File: src/rtl/cond_logic.sv
// ARM conditional-execution stage: evaluates Cond against the registered NZCV flags and gates the decoder write strobes.
// Enables are combinational (0 cycles); Flags and the debug counters update one cycle later.
module cond_logic #(
  parameter int CNT_W = 32
) (
  input  logic             clk,
  input  logic             reset,
  input  logic             InstrValid,
  input  logic [3:0]       Cond,
  input  logic [3:0]       ALUFlags,
  input  logic [1:0]       FlagW,
  input  logic             PCS,
  input  logic             RegW,
  input  logic             MemW,
  input  logic             NoWrite,
  output logic             CondEx,
  output logic             PCSrc,
  output logic             RegWrite,
  output logic             MemWrite,
  output logic [3:0]       Flags,
  output logic [CNT_W-1:0] ExecCount,
  output logic [CNT_W-1:0] SkipCount
);

  logic flag_n, flag_z, flag_c, flag_v;
  logic cond_pass;

  assign flag_n = Flags[3];
  assign flag_z = Flags[2];
  assign flag_c = Flags[1];
  assign flag_v = Flags[0];

  // Decode always uses the architectural flags so a flag-setting
  // instruction only influences the instruction after it.
  always_comb begin
    cond_pass = 1'b0;
    case (Cond)
      4'b0000: cond_pass = flag_z;
      4'b0001: cond_pass = !flag_z;
      4'b0010: cond_pass = flag_c;
      4'b0011: cond_pass = !flag_c;
      4'b0100: cond_pass = flag_n;
      4'b0101: cond_pass = !flag_n;
      4'b0110: cond_pass = flag_v;
      4'b0111: cond_pass = !flag_v;
      4'b1000: cond_pass = flag_c && !flag_z;
      4'b1001: cond_pass = !flag_c || flag_z;
      4'b1010: cond_pass = (flag_n == flag_v);
      4'b1011: cond_pass = (flag_n != flag_v);
      4'b1100: cond_pass = !flag_z && (flag_n == flag_v);
      4'b1101: cond_pass = flag_z || (flag_n != flag_v);
      4'b1110: cond_pass = 1'b1;
      default: cond_pass = 1'b0;
    endcase
  end

  assign CondEx   = cond_pass & InstrValid;
  assign PCSrc    = PCS & CondEx;
  assign RegWrite = RegW & CondEx & !NoWrite;
  assign MemWrite = MemW & CondEx;

  always_ff @(posedge clk or negedge reset) begin
    if (!reset) begin
      Flags     <= 4'b0000;
      ExecCount <= '0;
      SkipCount <= '0;
    end else begin
      if (FlagW[1] && CondEx) Flags[3:2] <= ALUFlags[3:2];
      if (FlagW[0] && CondEx) Flags[1:0] <= ALUFlags[1:0];
      if (InstrValid) begin
        if (CondEx) ExecCount <= ExecCount + CNT_W'(1);
        else        SkipCount <= SkipCount + CNT_W'(1);
      end
    end
  end

endmodule
File: config.mk
export PLATFORM = sky130hd
export DESIGN_NAME = cond_logic
export DESIGN_NICKNAME = d
export VERILOG_FILES = /design/src/rtl/cond_logic.sv
export SDC_FILE = /design/constraint.sdc
export NUM_CORES = 1
export LEC_CHECK = 0
export BUFFER_PORTS_ARGS = -buffer_cell sky130_fd_sc_hd__buf_2
export CAP_MARGIN = 15
export CORE_ASPECT_RATIO = 0.8
export CORE_MARGIN = 3
export CORE_UTILIZATION = 30
export CTS_BUF_LIST = sky130_fd_sc_hd__clkbuf_4
export DETAILED_ROUTE_END_ITERATION = 7
export PLACE_DENSITY_LB_ADDON = 0.1
export SYNTH_ARGS = -nofsm -noshare
export SYNTH_HDL_FRONTEND = slang
export SYNTH_SLANG_ARGS = --single-unit
File: constraint.sdc
create_clock -name clk -period 2.2 [get_ports clk]
set_input_delay 0.11 -clock clk [delete_from_list [all_inputs] [get_ports clk]]
set_output_delay 0.11 -clock clk [all_outputs]
set_load 0.01 [all_outputs]
==> flow_metrics.py <==
metrics = {
    "power": {
        "internal_power_mw": 2.717,
        "p_sw_mw": 1.548,
        "pwr-share-comb_pct": 43.9,
        "p_seq_share_pct": 37.2,
        "ir_worst_vdd_mv": 0.4162,
        "p_sw_share_pct": 36.30,
        "total_power_mw": 4.265,
        "p_per_area_nw_per_um2": 836.5,
        "clockPowerShare_pct": 19.0,
        "power_leakage_nw": 2.606,
    },
    "timing": {
        "finalHoldViolCount": 0,
        "rsz0062_at_grt": "yes",
        "finalCriticalPeriod_ps": 2483,
        "finClkSkew_ps": 14.96,
        "fmax_mhz": 402.7,
        "finalCritPeriodShare_pct": 112.9,
        "slew_headroom_pct": 27.43,
        "setup_ws_ps": -283.4,
        "drv_slew": 0,
        "finalSetupViolCount": 38,
        "tightest_slew_ps": 1086,
    },
    "synth": {
        "synth-edff-count": 0,
        "synthArstFlopShare_pct": 100.0,
        "synth_warnings": 0,
        "ys_ff_latch": 68,
        "synth_top_area_cell": "dfrtp_1",
        "syn_area_per_cell_um2": 10.54,
        "synth_seq_area_share_pct": 50.30,
        "dominantRegCellSynth": "dfrtp_1",
        "syn-num-nets": 340,
        "synth_area_leaders": "dfrtp_1 (50%), xor2_1 (9.6%), xnor2_1 (7.2%), nand3_1 (4.1%), and3_1 (3.7%)",
        "syn_inst": 321,
        "syn_area_um2": 3383,
        "synth_top_area_share_pct": 50.30,
        "ys_types": 36,
    },
    "layout": {
        "final_nets": 468,
        "syn_to_final_growth_pct": 50.70,
        "antenna_cells": 0,
        "fin_area_um2": 5099,
        "drive_gt1_share_pct": 46.48,
    },
    "floorplanning": {
        "fp.dieW_um": 124.7,
        "die_h_um": 101.0,
        "ioPinCount": 89,
        "dieArea_um2": 12600,
        "floorplan.rows": 34,
        "core_area_um2": 10930,
        "start_util_pct": 30.95,
    },
    "placed_design": {
        "place_area_um2": 4135,
        "dp_hpwl_um": 6185,
        "port_buffers": 88,
        "place_congestion": 0.7793,
    },
    "grt": {
        "grt_pass1_wl_um": 15680,
        "antenna_found_initial": 0,
        "grt.total_usage_pct": 15.81,
        "grt_pass1_vias": 2831,
        "grt-ovfl-total": 0,
        "grt_max_degree": 69,
    },
    "cts": {
        "clk_root_buffer_cell": "clkbuf_4",
        "cts_made_buffers": 9,
        "cts_tree": "yes",
        "clk_pin_slew_ps": 120,
        "numClockSinks": 68,
        "cts_max_path_buffers": 2,
        "clkLatencyLatePin_ps": 420,
        "h-tree-depth": 3,
    },
    "worst_setup_path": {
        "worstPathRequired_ps": 2090,
        "startpoint_type": "flop",
        "arrival_ps": 2370,
        "crit_fanout": 4,
        "end_kind": "output pin",
        "critPathKind": "flop to output pin",
        "worstSetupStartpoint": "Flags[3]",
        "regToRegStartpoint": "Flags[3]",
    },
    "worst_hold_path": {
        "min_path_type": "input pin to flop",
        "hp-start": "InstrValid",
    },
    "run_status": {
        "violations": "setup timing",
        "outcome": "finished with violations",
    },
    "detailed_routing": {
        "drt_iter0_drc": 110,
        "drtPass1Iterations": 4,
        "wl_um": 9893,
        "ant_nets": 0,
        "viasPerCell": 4.911,
        "detail_route.wl_per_cell_um": 16.54,
        "vias": 2937,
        "drc": 0,
    },
    "job": {
        "drv_cap": 0,
    },
}
## synth_stat cells, drive strengths merged, types with 3 or more instances
master,number
dfrtp,68
xor2,37
nand3,28
xnor2,28
nand2,21
and3,20
nand4,17
nor3,17
clkbuf,10
nor4,10
nor3b,9
nor2,8
buf,6
mux2,6
nor4b,6
and4,4
and2,3
inv,3
## worst paths after layout
kind,endpoint,slack [ps],cells after the start
max,PCSrc,-280,8
min,SkipCount[7],70,3
min in group asynchronous,SkipCount[31],210,3
max reg2reg,ExecCount[2],-150,10
max in group asynchronous,Flags[1],1640,3
min reg2reg,ExecCount[31],470,1
## registers in the layout, summed over array words and instances (netlist names)
| register | cells |
|---|---|
| ExecCount | 32 |
| Flags | 4 |
| SkipCount | 32 |
## kinds of logic (layout without fill, tap and decap cells)
group / after synthesis / in the layout / synth area share [%]
multiplexers: 8 / 8 / 2.589
buffers and inverters: 19 / 152 / 2.293
AO/OA/AOI/OAI: 8 / 8 / 1.517
AND/OR/NAND/NOR: 151 / 151 / 25.74
adder cells (fa/ha/maj): 2 / 2 / 0.7395
flip-flops: 68 / 68 / 50.30
XOR/XNOR: 65 / 65 / 16.83
## layout by cell type (no fill, tap or decap), types with 6 or more instances in the layout
cell,instances
buf_2,87
nor2_1,8
nor4_4,9
nand2_1,19
xnor2_1,27
mux2_2,6
nor4b_4,6
nand3_1,20
xor2_1,37
buf_4,22
nor3_2,13
clkbuf_4,10
and3_1,17
nand3_2,8
nand4_1,17
dfrtp_1,65
buf_6,8
## metal layers
layer  track usage, %  wire length, um  share of wire [%]
met1            23.10             5002                 51
met2            22.22             4244                 43
met3            5.350              546                5.5
met4            4.297              100                1.0
met5                0                0                  0
## per-stage QoR
stage          util (%)  instances  TNS, ps  hold WS (ps)  setup WS (ps)
2_1_floorplan         -        321   -9.496        -185.6         -4.607
3_3_place_gp      37.82        557   -15.05         171.6         -10.76
3_5_place_dp      37.82        557   -124.5         171.4         -52.88
4_1_cts           44.17        591    -3871         50.44         -333.1
5_1_grt           46.64        598    -7578         40.88         -390.9
6_report          46.64        598    -2425         68.95         -283.4
## cell type report
cell class | count | area, um^2
tap | 144 | 180.2
fill | 1035 | 5834
multi-input combinational | 234 | 2093
timing repair buffer | 133 | 978.4
inverter | 3 | 11.26
clock buffer | 10 | 75.07
sequential | 68 | 1705
clock inverter | 6 | 55.05
## critical path, cell delays in order (launching register included)
cell and delay [ps]:
dfrtp_2 450, buf_6 130, mux2i_1 120, o21a_1 170
o32ai_4 90, or4_4 570, buf_6 150, and3_1 150
buf_2 130
## power groups by stage
stage | clock [mW] | combinational [mW] | sequential (mW)
4_1_cts | 0.854 | 1.60 | 1.57
6_report | 0.810 | 1.87 | 1.59
5_1_grt | 0.901 | 2.00 | 1.61
3_5_place_dp | 0 | 1.07 | 1.59
3_3_place_gp | 0 | 1.06 | 1.59
2_1_floorplan | 0 | 0.521 | 1.65
## timing repair
action / CTS / global route
hold buffers: 5 / 0
cloned: 4 / 1
setup buffers: 9 / 8
resized for setup: 60 / 37
endpoints found under the hold margin: 72 / 0
setup endpoints to repair: 36 / 70
pin swaps: 20 / 39
Note: power is estimated with default switching activity, not from simulation.
